[config.mk]
export PLATFORM = sky130hd
export DESIGN_NAME = weight_load_sequencer
export DESIGN_NICKNAME = d
export VERILOG_FILES = /design/src/rtl/weight_load_sequencer.sv
export SDC_FILE = /design/constraint.sdc
export NUM_CORES = 1
export LEC_CHECK = 0
export BUFFER_PORTS_ARGS = -buffer_cell sky130_fd_sc_hd__buf_2
export CAP_MARGIN = 20
export CORE_MARGIN = 5
export CORE_UTILIZATION = 55
export CTS_CLUSTER_SIZE = 8
export DETAILED_ROUTE_END_ITERATION = 8
export PLACE_DENSITY = 0.84
export RECOVER_POWER = 100
export SETUP_SLACK_MARGIN = 0.2
export SLEW_MARGIN = 20
export SYNTH_ARGS = -nofsm -noshare
export SYNTH_HDL_FRONTEND = slang
export SYNTH_SLANG_ARGS = --single-unit
export TNS_END_PERCENT = 100
[constraint.sdc]
create_clock -name clk -period 3.7 [get_ports clk]
set_input_delay 0.74 -clock clk [delete_from_list [all_inputs] [get_ports clk]]
set_output_delay 0.74 -clock clk [all_outputs]
set_load 0.005 [all_outputs]
[src/rtl/weight_load_sequencer.sv]
// Weight load sequencer: streams ROWS*COLS weights into the PE weight buffer in
// raster order and keeps a table of faulty PE coordinates for the recompute units.
//
// state  | meaning
// -------+------------------------------------------------------------
// S_IDLE | waiting for start; row[0]/col[0] show fault slot 0
// S_LOAD | accepting stream weights, one buffer write per handshake
// S_DONE | one-cycle terminal state coincident with the final write
module weight_load_sequencer #(
  parameter int ROWS      = 4,
  parameter int COLS      = 4,
  parameter int NUM_RU    = 4,
  parameter int WORD_SIZE = 16
) (
  input  logic                          clk,
  input  logic                          rst_n,
  input  logic                          start,
  input  logic                          w_valid,
  input  logic [WORD_SIZE-1:0]          w_data,
  output logic                          w_ready,
  input  logic                          fault_valid,
  input  logic [ROWS-1:0]               fault_row,
  input  logic [COLS-1:0]               fault_col,
  input  logic                          fault_clear,
  output logic                          we,
  output logic [WORD_SIZE-1:0]          weight,
  output logic [ROWS-1:0]               row [0:NUM_RU-1],
  output logic [COLS-1:0]               col [0:NUM_RU-1],
  output logic                          busy,
  output logic                          done,
  output logic [$clog2(NUM_RU+1)-1:0]   ru_count,
  output logic                          overflow
);

  localparam int CW         = $clog2(NUM_RU+1);
  localparam int ROW_LAST_I = ROWS - 1;
  localparam int COL_LAST_I = COLS - 1;
  localparam int RU_FULL_I  = NUM_RU;
  localparam logic [ROWS-1:0] ROW_LAST = ROW_LAST_I[ROWS-1:0];
  localparam logic [COLS-1:0] COL_LAST = COL_LAST_I[COLS-1:0];
  localparam logic [CW-1:0]   RU_FULL  = RU_FULL_I[CW-1:0];

  typedef enum logic [1:0] {
    S_IDLE = 2'd0,
    S_LOAD = 2'd1,
    S_DONE = 2'd2
  } state_t;

  state_t state, state_nxt;

  logic            hs;
  logic            last_elem;
  logic [ROWS-1:0] nxt_row;
  logic [COLS-1:0] nxt_col;
  logic [ROWS-1:0] wr_row;
  logic [COLS-1:0] wr_col;
  logic [ROWS-1:0] slot_row [0:NUM_RU-1];
  logic [COLS-1:0] slot_col [0:NUM_RU-1];

  assign hs        = w_valid & w_ready;
  assign last_elem = (nxt_row == ROW_LAST) && (nxt_col == COL_LAST);

  always_ff @(posedge clk) begin
    if (!rst_n) state <= S_IDLE;
    else        state <= state_nxt;
  end

  always_comb begin
    state_nxt = state;
    case (state)
      S_IDLE:  if (start) state_nxt = S_LOAD;
      S_LOAD:  if (hs && last_elem) state_nxt = S_DONE;
      S_DONE:  state_nxt = S_IDLE;
      default: state_nxt = S_IDLE;
    endcase
  end

  always_comb begin
    w_ready = 1'b0;
    busy    = 1'b0;
    done    = 1'b0;
    case (state)
      S_LOAD: begin
        w_ready = 1'b1;
        busy    = 1'b1;
      end
      S_DONE: begin
        busy = 1'b1;
        done = 1'b1;
      end
      default: ;
    endcase
  end

  // nxt_* is the address the next handshake will use; wr_* is the address of
  // the element presented to the buffer this cycle (registered with we/weight).
  always_ff @(posedge clk) begin
    if (!rst_n) begin
      nxt_row <= '0;
      nxt_col <= '0;
      wr_row  <= '0;
      wr_col  <= '0;
      we      <= 1'b0;
      weight  <= '0;
    end else begin
      we <= hs;
      if (state == S_IDLE && start) begin
        nxt_row <= '0;
        nxt_col <= '0;
        wr_row  <= '0;
        wr_col  <= '0;
      end else if (hs) begin
        weight <= w_data;
        wr_row <= nxt_row;
        wr_col <= nxt_col;
        if (nxt_col == COL_LAST) begin
          nxt_col <= '0;
          nxt_row <= last_elem ? '0 : nxt_row + 1'b1;
        end else begin
          nxt_col <= nxt_col + 1'b1;
        end
      end
    end
  end

  // Fault table fills in arrival order; clear wins over a same-cycle capture.
  always_ff @(posedge clk) begin
    if (!rst_n || fault_clear) begin
      for (int i = 0; i < NUM_RU; i++) begin
        slot_row[i] <= '0;
        slot_col[i] <= '0;
      end
      ru_count <= '0;
      overflow <= 1'b0;
    end else if (fault_valid) begin
      if (ru_count < RU_FULL) begin
        for (int i = 0; i < NUM_RU; i++) begin
          if (ru_count == CW'(i)) begin
            slot_row[i] <= fault_row;
            slot_col[i] <= fault_col;
          end
        end
        ru_count <= ru_count + 1'b1;
      end else begin
        overflow <= 1'b1;
      end
    end
  end

  always_comb begin
    for (int r = 0; r < NUM_RU; r++) begin
      row[r] = slot_row[r];
      col[r] = slot_col[r];
    end
    if (busy) begin
      row[0] = wr_row;
      col[0] = wr_col;
    end
  end

endmodule

# Word-level counts from Yosys, hierarchy flattened
# Memories as Yosys holds them, arrays and structs flattened.
# Index checks and enable logic that the tools add are counted.
# op_classes
addsub	3
order_cmp	1
n_eq_ne	9
n_mux	40
n_bitwise	12
reduce_logical	14
# op_table
op	n
4-bit two-way mux	12
1-bit two-way mux	25
2-bit AND reduction	5
4-bit by 1-bit adder with 4-bit output, second input constant	2
4-bit by 2-bit equality test with 1-bit output, second input constant	2
1-bit bitwise OR	8
3-bit by 2-bit equality test with 1-bit output, second input constant	2
2-bit two-way mux	2
2-bit != test, second input constant	2
2-bit case mux with 2 select lines	1
2-bit OR reduction	2
3-bit by 1-bit adder with 3-bit output, second input constant	1
3-bit by 1-bit equality test with 1-bit output, second input constant	1
1-bit logical AND	3
3-bit zero test	1
3-bit < comparator, second input constant	1
1-bit inverter	3
2-bit by 1-bit equality test with 1-bit output, second input constant	1
2-bit equality test, second input constant	1
2-bit zero test	1
1-bit bitwise AND	1
1-bit zero test	1
1-bit logical OR	1
# totals
regBits	39
ramBits	32
in_bits	30
output_inout_bits	56
n_memories	2
# mem_list
name	depth	word_bits	rd	rd_clocked_by_memory_dff	write_ports	line	text
slot_col	4	4	4	0	4	58	logic [COLS-1:0] slot_col [0:NUM_RU-1];
slot_row	4	4	4	0	4	57	logic [ROWS-1:0] slot_row [0:NUM_RU-1];

# Longest topological paths before layout
# Gate-level depths: netlist (run 1).
# depth
word_depth	7
mapped_depth	8

# Worst setup path before layout (run 1)
# No wires, ideal clock.
# synth_timing
path_type	reg-to-output
startpoint	register state[0]
endpoint	output col[12] (netlist name)
arrival_time_ps	1387
path_slack_ps	1573
stages_incl_launch_ff	5
cell_sequence	dfxtp_1 > inv_1 > ha_1 > clkbuf_1 > mux2_2
# synth_lines
item	line	text
start, declared	49	state_t state, state_nxt;
start signal, assigned	65	else state <= state_nxt;
end, declared	28	output logic [COLS-1:0] col [0:NUM_RU-1],

==> impl_results.md, run 1 <==
* Largest net degree at the start of global routing at 25
* Hold Buf Count CTS at 0
* Gr usage total at 0.1755
* Outcome: complete, no violations
* Share of cells above drive strength 1 at 0.2098
* Final setup fails at 0
* Post CTS Setup Buffer Count at 0
* DP HPWL at about 4.5 mm
* FF+latch area at 1742 um2
* RSZ-0062 raised after global routing: false
* Total Wirelength at 6.036 mm
* CTS Buf Count at 9
* Fmax at 380.9 MHz
* Root Driver: clkbuf_8
* Mapped Avg Cell Area at approximately 11 um2
* CP max stage cell: ha_1
* Mapped Nets at 318
* Layout Nets at ~400
* CP peak stage delay at 0.55 ns
* Seq pwr share at 0.508
* Final Hold Fails at 0
* Number of fill cells in the layout at 422
* DR pass1 iterations at 4
* Worst Setup Start Kind: flop
* # DRC at 0
* Register area share after synthesis at 0.5836
* Crit Path Max Fanout at 9
* Comb pwr share at 0.172
* Sum of negative setup slack at 0 ns
* Starting density of the core at 0.5733
* Yosys reg bits at between 70 and 80
* Top Layer Used: met4
* Ports at 86
* Routability cong. at 0.7441
* Post-layout util at 0.6894
* Max transition margin at 0.4405
* Post-cts sizing count at 0
* Final min period at 2.625 ns
* TritonCTS Sinks at between 70 and 80
* Area grow syn2layout at 20.25%
* Initial drt markers at 88
* Clock buffer depth at 2
* Slew Limit Fails at 0
* Core ar. at 5205 um2
* Syn Inst Count at 276
* Clk slew on worst S/H paths at ~0.07 ns
* Metal3 WL at 358 um
* Netlist cell types at 32
* Maxcap violations at 0
* Synthesized cell area at a little under 3000 um2
* Internal Dissipation at between 1000 and 1500 uW
* Worst setup EP type: primary output
* Antenna violations before repair at 0
* Leak at 0.001434 uW
* DR WL met2 at 2.997 mm
* Worst min path class: flop to flop
* Pwr Total at 1755 uW
* Tcrit/Tclk final at 0.7096
* Worst Tran Pin Value at 0.8374 ns
* WL met1 at 2.607 mm
* Antenna Nets Post-Route at 0
* PortBufs at between 80 and 90
* Fin area at 3588 um2
* Vias in the first global route at around 2200
* TritonCTS clock tree: built
* Row Count at 26
* Vias per cell at between 4 and 5
* Net Sw Power at 461.5 uW
* Switching part of the total at 0.2630
* Fin Hold WS at roughly 0.45 ns
* CP required at 2.96 ns
* Kind of critical path: flop to primary output
* Clock skew at 0.007838 ns
* VDD IR max at about 0.24 mV
* Die ar. at approximately 7000 um2
* DIE WIDTH at 83.66 um
* H-tree Lvls at 3
* WL/cell at 13.81 um
* Diodes inserted at 0
* Yosys warnings at 0
* Worst-Skew Late Latency at 0.33 ns
* Dpl cell area at ~3400 um2
* Die Y at 83.66 um
* Area taken by multi-input logic gates at 1171 um2
* Routed vias at about 2200
* Overflow after GRT at 0
* Clock share of power at 0.320
* Critical Path AT at 1.89 ns
* Cell Pwr Density at 489.0 nW/um2
* First-pass GRT wire length at 9.887 mm
* Critical-path cell list: inv_1, ha_1, mux2_2, buf_2
routing by layer:
layer,up-vias,global-route usage
li1,1106,-
met1,1003,0.2150
met2,53,0.2972
met3,7,0.04146
met4,0,0.07018
met5,-,0
through the flow:
stage	cells	setup WS, ns
after floorplan	276	1.573
after global placement	421	1.411
after detailed placement	421	1.306
after CTS	437	1.057
after global routing	437	0.9716
final	437	1.075
cells by family (layout without fill, tap and decap cells):
| family | Yosys count | count (layout) | share of synthesized area |
|---|---|---|---|
| AO/OA/AOI/OAI | 35 | 35 | 0.07715 |
| XOR/XNOR | 4 | 4 | 0.01174 |
| adder cells (fa/ha/maj) | 12 | 12 | 0.05031 |
| buffers and inverters | 15 | 106 | 0.02306 |
| flip-flops | 71 | 71 | 0.5836 |
| multiplexers | 12 | 12 | 0.04361 |
| AND/OR/NAND/NOR | 127 | 127 | 0.2105 |
layout make-up:
cell class,instances,area share
sequential,71,0.4854
multi-input combinational,190,0.3264
timing repair buffer,85,0.1081
clock buffer,11,0.03661
tap,70,0.02441
clock inverter,5,0.01395
inverter,5,0.005230
registers in the layout, indices dropped and copies added (netlist names), 3 cells and up:
| register | flops |
|---|---|
| nxt_col | 4 |
| nxt_row | 4 |
| ru_count | 3 |
| slot_col | 16 |
| slot_row | 16 |
| weight | 16 |
| wr_col | 4 |
| wr_row | 4 |
final timing paths:
| check | startpoint | end | slack (ns) | cells after the start |
|---|---|---|---|---|
| setup / recovery | state[0] | row[14] | 1.07 | 4 |
| hold / removal | weight[12] | weight[12] | 0.45 | 2 |
| setup reg to reg | state[1] | weight[14] | 1.35 | 6 |
| hold reg to reg | weight[12] | weight[12] | 0.45 | 2 |
cells in the mapped netlist:
cell type / instances / area (um2)
nand2_1: 63 / 236.5
dfxtp_1: 39 / 780.8
and2_1: 33 / 206.5
edfxtp_1: 32 / 960.9
a21oi_1: 15 / 75.07
a21boi_0: 14 / 105.1
ha_1: 12 / 150.1
nor2_1: 9 / 33.78
mux2_2: 8 / 90.09
inv_1: 5 / 18.77
buf_2: 4 / 20.02
clkbuf_1: 4 / 15.01
mux2i_1: 4 / 40.04
nor3b_1: 4 / 30.03
a31o_2: 3 / 26.28
a21boi_1: 2 / 15.01
and3_1: 2 / 12.51
buf_4: 2 / 15.01
nand2_2: 2 / 12.51
nand2b_1: 2 / 12.51
nand3_1: 2 / 10.01
nor2b_1: 2 / 12.51
nor3_1: 2 / 10.01
xnor2_1: 2 / 17.52
xor2_1: 2 / 17.52
a21oi_2: 1 / 8.760
and2_2: 1 / 7.510
and2b_1: 1 / 7.510
and4bb_2: 1 / 12.51
nand4_1: 1 / 6.260
nand4b_1: 1 / 8.760
or3b_1: 1 / 8.760
critical path: cells and delay by family (launching register included):
kind | cells | cell delay [ns]
adder cells (fa/ha/maj) | 1 | 0.55
buffers and inverters | 2 | 0.23
flip-flops | 1 | 0.38
multiplexers | 1 | 0.40
power groups by stage:
| stage | logic, uW | clock network (uW) | registers, uW |
|---|---|---|---|
| floorplan | 196 | 0 | 908 |
| global placement | 304 | 0 | 906 |
| detailed placement | 312 | 0 | 908 |
| CTS | 317 | 577 | 891 |
| global route | 334 | 617 | 897 |
| finish | 301 | 562 | 891 |
cells in the final DEF (no fill, tap or decap), types with 3 or more instances in the layout:
master,count
nand2_1,64
buf_2,55
dfxtp_1,39
clkbuf_1,32
edfxtp_1,32
and2_0,31
a21oi_1,15
a21boi_0,15
ha_1,12
nor2_1,9
clkbuf_8,9
mux2_2,6
inv_1,5
nor3b_1,4
mux2i_1,4
a31o_1,3
No activity file was read; power rests on OpenSTA's default activity.
==> run 2: changes to the inputs <==
Settings changed: ABC_AREA set to 1, CORE_UTILIZATION 55 to 51, PLACE_DENSITY 0.84 to 0.79.
Clock period 3.7 ns to 2.6 ns, I/O delays scaled along.
==> run 2 against run 1 <==
Effect of this change: routed wire length shrank 4.0%; cell area shrank 0.52%; highest routed layer unchanged; sequential power grew 49%; largest power group unchanged; first-iteration DRC count shrank 10%; synthesized cell count grew 11%; setup slack lost 0.82 ns.
==> impl_results.md, run 2 <==
* Worst Tran Pin Value at 0.6263 ns
* DP HPWL at 4.459 mm
* Mapped Nets at 347
* Routed vias at 2265
* First-pass GRT wire length at 9.453 mm
* Final Hold Fails at 0
* Row Count at 27
* Root Driver: clkbuf_8
* # DRC at 0
* Synth Area in Compound Gates at 0.06977
* Die ar. at 7425 um2
* Layout Nets at 435
* CTS Buf Count at 9
* Seq pwr share at 0.452
* Ports at 86
* Die Y at 86.17 um
* Netlist cell types at 28
* Largest cells by area after synthesis: edfxtp_1 (32%), dfxtp_1 (26%), nor2_1 (10%)
* Area grow syn2layout at 20.63%
* Largest regs: slot_col (16), slot_row (16), weight (16)
* Critical Path End: col[12]
* Worst setup EP type: primary output
* WL/cell at 12.33 um
* RSZ-0062 raised after global routing: false
* Mapped Avg Cell Area at around 9.7 um2
* Final min period at 2.342 ns
* Synth area leader: edfxtp_1
* Slew Limit Fails at 0
* Antenna violations before repair at 0
* DIE WIDTH at between 80 and 90 um
* Clock buffer depth at 2
* Number of fill cells in the layout at 493
* Gr usage total at 0.1613
* Net Sw Power at between 700 and 800 uW
* Starting density of the core at 0.5309
* Top-count cell post-synth: nor2_1
* EDFF count, synth at 32
* Crit Reg-Reg Endpoint: weight[6]
* Critical Path AT at around 1.8 ns
* Register area share after synthesis at 0.5886
* Switching part of the total at 0.2676
* Largest family of logic cells by synthesized area: simple AND/OR/NAND/NOR gates
* Comb pwr share at 0.201
* Overflow after GRT at 0
* Fmax at approximately 430 MHz
* Post CTS Setup Buffer Count at 0
* Yosys warnings at 0
* Share of cells above drive strength 1 at 0.2161
* TritonCTS clock tree: built
* Worst reg-to-reg path cell count at 8
* Total Wirelength at 5.797 mm
* Kind of critical path: flop to primary output
* Synthesized cell area at 2959 um2
* Clk slew on worst S/H paths at approximately 0.070 ns
* H-tree Lvls at 3
* Vias in the first global route at 2169
* DR pass1 iterations at 4
* Diodes inserted at 0
* PortBufs at between 80 and 90
* Antenna Nets Post-Route at 0
* Syn Inst Count at 305
* Crit Path Max Fanout at 9
* Clock skew at 0.005717 ns
* Final setup fails at 0
* Maxcap violations at 0
* Worst Setup Start Kind: flop
* Internal Dissipation at 2147 uW
* Pwr Total at 2932 uW
* Initial drt markers at a little under 80
* Max transition margin at 0.5809
* Post-synth top flop: dfxtp_1
* Leak at between 0.0015 and 0.002 uW
* Tcrit/Tclk final at 0.9006
* Post-cts sizing count at 0
* Routability cong. at 0.8150
* FF+latch area at ~1700 um2
* Post-Synth Adder-Cell Area at 0.05074
* Most common cell after layout, fill and taps aside: nor2_1
* Xor/xnor share of the synthesized area at 0.002960
* Largest net degree at the start of global routing at 20
* Worst-Skew Late Latency at about 0.33 ns
* Commonest cells in the netlist: nor2_1 (80), dfxtp_1 (39), nand2_1 (34)
* Most frequent cells in the layout: nor2_1 (83), buf_2 (57), dfxtp_1 (39), nand2_1 (35), edfxtp_1 (32)
* Yosys reg bits at 71
* Async S/R FF share, synth at 0
* Sum of negative setup slack at 0 ns
* Clock share of power at 0.346
* CP required at between 2 and 2.5 ns
* VDD IR max at 0.5166 mV
* Cell Pwr Density at 821.3 nW/um2
* Post-synthesis mux area share at 0.03044
* Reg-to-reg setup timing slack at 0.33 ns
* Post-synth top area share at 0.3247
* Outcome: complete, no violations
* Area taken by multi-input logic gates at around 1000 um2
* Worst min path class: input pin to flop
* TritonCTS Sinks at 71
* Vias per cell at 4.819
* R2r startpoint: state[1]
* Crit path launch: state[0]
* Hold Buf Count CTS at 0
* Synth Area in Simple Gates at 0.1992
* Core ar. at 5574 um2
==> run 2: changes by cell type after synthesis, sizes merged, moves of 3 or more <==
| cell | change |
|---|---|
| nor2 | +75 |
| and2 | -34 |
| a21boi | -16 |
| nand2 | -29 |
| a31o | -3 |
| nor3b | -3 |
| nand3 | +9 |
| mux2i | -4 |
| inv | +24 |
| o21ai | +22 |
==> run 2: final cells by class <==
cell class	instances	share of cell area
Tap cell	72	0.02524
Sequential cell	71	0.4879
Multi-Input combinational cell	196	0.2790
Clock buffer	9	0.03470
Inverter	29	0.03049
Clock inverter	7	0.03120
Timing Repair Buffer	86	0.1115
==> run 2: how the worst min path moves through the flow <==
| stage | startpoint | endpoint | slack [ns] | cells past startpoint |
|---|---|---|---|---|
| 3_3_place_gp | overflow | overflow | 0.45 | 2 |
| 4_1_cts | w_data[3] | weight[3] | 0.43 | 3 |
| 6_report | w_data[3] | weight[3] | 0.44 | 3 |
| 2_1_floorplan | wr_col[0] | wr_col[0] | 0.44 | 2 |
| 3_5_place_dp | wr_col[1] | wr_col[1] | 0.46 | 2 |
| 5_1_grt | w_data[3] | weight[3] | 0.45 | 3 |
==> run 2: power by group through the flow <==
stage	logic (uW)	clock network, uW	registers, uW
final	590	1020	1330
after global routing	671	1090	1340
after CTS	634	1040	1330
after detailed placement	632	0	1350
after global placement	621	0	1340
after floorplan	426	0	1350
==> run 2: metrics by stage <==
| step | utilization | area, um2 | worst slack (ns) | cells | hold slack, ns |
|---|---|---|---|---|---|
| after floorplan | - | 2959 | 0.8185 | 305 | 0.4400 |
| after detailed placement | 0.6137 | 3421 | 0.5848 | 454 | 0.4565 |
| after global routing | 0.6404 | 3570 | 0.1180 | 470 | 0.4462 |
| after CTS | 0.6559 | 3656 | 0.2117 | 470 | 0.4280 |
| after global placement | 0.6137 | 3421 | 0.6266 | 454 | 0.4528 |
| final | 0.6404 | 3570 | 0.2583 | 470 | 0.4415 |
==> run 2: logic make-up (layout without fill, tap and decap cells) <==
group	Yosys count	in the layout
xor gates and xnor gates	1	1
and+or+nand+nor	135	135
buffers and inverters	38	131
muxes	8	8
AOI/OAI and AO/OA	40	40
adders and majority gates	12	12
DFF	71	71
==> run 2: metal layers <==
metal | vias up | share of wire | wire length, um | track usage
met3 | 6 | 0.076 | 443 | 0.04848
li1 | 1163 | - | - | -
met5 | - | 0 | 0 | 0
met2 | 71 | 0.50 | 2902 | 0.2628
met4 | 0 | 0.011 | 64 | 0.08924
met1 | 1025 | 0.41 | 2387 | 0.1906
==> run 2: critical path, cell delays in order (launching register included) <==
cell and delay [ns]:
dfxtp_1 0.38, inv_1 0.09, ha_1 0.52, mux2_2 0.38, buf_2 0.13
==> run 3: changes to the inputs <==
Settings changed: CTS_BUF_LIST set to sky130_fd_sc_hd__clkbuf_16.
==> run 3 against run 2 <==
Effect of this change: sequential share of layout area decreased by 1.4 points; largest cell class unchanged; global-route usage increased by 0.65 points; hold slack improved by 0.0083 ns; critical endpoint unchanged; largest power group is now the clock network; highest routed layer unchanged.
==> impl_results.md, run 3 (synthesized netlist as in run 2, its figures left out) <==
* Outcome: complete, no violations
* Clock skew at 0.003855 ns
* Cell Pwr Density at between 800 and 900 nW/um2
* Overflow after GRT at 0
* Core ar. at 5574 um2
* Crit Path Max Fanout at 9
* Max transition margin at 0.5837
* GR Layer Usage met1 at 0.1963
* Row Count at 27
* Antenna Nets Post-Route at 0
* Most common cell after layout, fill and taps aside: nor2_1
* Worst Setup Start Kind: flop
* Vias in the first global route at 2231
* TritonCTS Sinks at approximately 70
* Sum of negative setup slack at 0 ns
* Critical-path cell list: inv_1, ha_1, mux2_2, buf_2
* Die Y at 86.17 um
* Met2 Use GR at 0.2726
* Reg-to-reg setup timing slack at between 0.5 and 0.6 ns
* Diodes inserted at 0
* Most frequent cells in the layout: nor2_1 (83), buf_2 (57), dfxtp_1 (39), nand2_1 (35), edfxtp_1 (32)
* Share of cells above drive strength 1 at 0.2186
* Area grow syn2layout at 24.14%
* Pwr Total at 3288 uW
* Initial drt markers at 92
* Number of fill cells in the layout at ~470
* VDD IR max at roughly 0.53 mV
* Worst-Skew Late Latency at 0.32 ns
* RSZ-0062 raised after global routing: false
* DR pass1 iterations at 4
* Final setup fails at 0
* # DRC at 0
* Starting density of the core at 0.5309
* Post-Layout Cell Count at 470
* Critical Path AT at 1.81 ns
* Clk slew on worst S/H paths at 0.05 ns
* Sink of the worst hold path: weight[15]
* Worst min path class: input pin to flop
* GR peak layer: met2
* TritonCTS clock tree: built
* Vias per cell at 4.821
* Leak at around 0.0016 uW
* Layout Nets at 435
* Post-Place Cells at 454
* Routed vias at around 2300
* Antenna violations before repair at 0
* H-tree Lvls at 3
* Clock buffer depth at 2
* Met3 track demand over resource at 0.06274
* Final min period at 2.331 ns
* CP peak stage delay at 0.52 ns
* Beginning of the worst hold path: w_data[15]
* Largest net degree at the start of global routing at 20
* Worst Tran Pin Value at 0.6222 ns
* Worst setup EP type: primary output
* Hold path cells at 3
* CTS Buf Count at 9
* Total Wirelength at 5.946 mm
* Hold Buf Count CTS at 0
* DP HPWL at 4.459 mm
* Maxcap violations at 0
* Root Driver: clkbuf_16
* Buf/Inv on CP at 2
* Routability cong. at ~0.8
* Top delay family on crit path: adder cells
* Largest regs: slot_col (16), slot_row (16), weight (16)
* Ports at 86
* Die ar. at roughly 7400 um2
* First-pass GRT wire length at 9.756 mm
* Gr usage total at 0.1678
* Crit Reg-Reg Endpoint: weight[5]
* Slew Limit Fails at 0
* CP required at 2.08 ns
* Kind of critical path: flop to primary output
* PortBufs at between 80 and 90
* Fmax at 428.9 MHz
* DIE WIDTH at 86.17 um
* Worst reg-to-reg path cell count at 8
* WL/cell at about 13 um
* R2r startpoint: state[1]
* CP max stage cell: ha_1
* Tcrit/Tclk final at 0.8967
* Final Hold Fails at 0
* Post CTS Setup Buffer Count at 0
[run 3: cell types whose count changed in the layout (fill, tap and decap cells not counted)]
cell	before	now
inv_4	0	1
clkbuf_16	0	9
inv_1	26	25
clkbuf_8	9	0
[run 3: worst max-delay path by stage]
stage             start       to  slack, ns  cells after the start
2_1_floorplan  state[0]  col[12]       0.82                      4
3_3_place_gp   state[0]  row[15]       0.63                      4
3_5_place_dp   state[0]  row[15]       0.58                      4
4_1_cts        state[0]  row[15]       0.23                      4
5_1_grt        state[0]  col[12]       0.15                      4
6_report       state[0]  col[12]       0.27                      4
[run 3: timing repair]
| action | 4_1_cts | 5_1_grt |
|---|---|---|
| endpoints found under the setup margin | 0 | 8 |
| hold endpoints to repair | 0 | 0 |
| resized for setup | 0 | 1 |
[run 3: layout make-up]
| class | count | area [um2] | area share |
|---|---|---|---|
| clock buffers | 9 | 225.2 | 0.06131 |
| clock inverters | 7 | 111.4 | 0.03031 |
| inverters | 29 | 111.4 | 0.03031 |
| multi-input cells | 196 | 996.0 | 0.2711 |
| flip-flops and latches | 71 | 1742 | 0.4741 |
| well taps | 72 | 90.09 | 0.02452 |
| repair buffers | 86 | 397.9 | 0.1083 |
[run 3: stage by stage]
step | area [um2] | setup slack, ns | hold WS (ns) | utilization
floorplan | 2959 | 0.8185 | 0.4400 | -
global placement | 3421 | 0.6266 | 0.4528 | 0.6137
detailed placement | 3421 | 0.5848 | 0.4565 | 0.6137
CTS | 3757 | 0.2288 | 0.4435 | 0.6741
global route | 3674 | 0.1523 | 0.4643 | 0.6590
finish | 3674 | 0.2685 | 0.4498 | 0.6590
[run 3: routing by layer]
| metal | vias to the layer above | wire length (um) |
|---|---|---|
| met3 | 13 | 456 |
| met5 | - | 0 |
| met2 | 68 | 2875 |
| met4 | 0 | 128 |
| met1 | 1018 | 2486 |
| li1 | 1167 | - |
[run 3: worst reg2reg max path, delay by kind of cell (launching register included)]
family / cells / cell delay, ns
and+or+nand+nor: 4 / 0.66
adders and majority gates: 1 / 0.21
buffers and inverters: 3 / 0.81
DFF: 1 / 0.32
[run 3: where the power goes]
group	switching, uW	internal, uW	leakage [uW]
logic	349	247	0.000793
registers	54.9	1270	0.000676
clock network	435	929	0.000163
total	839	2450	0.00163
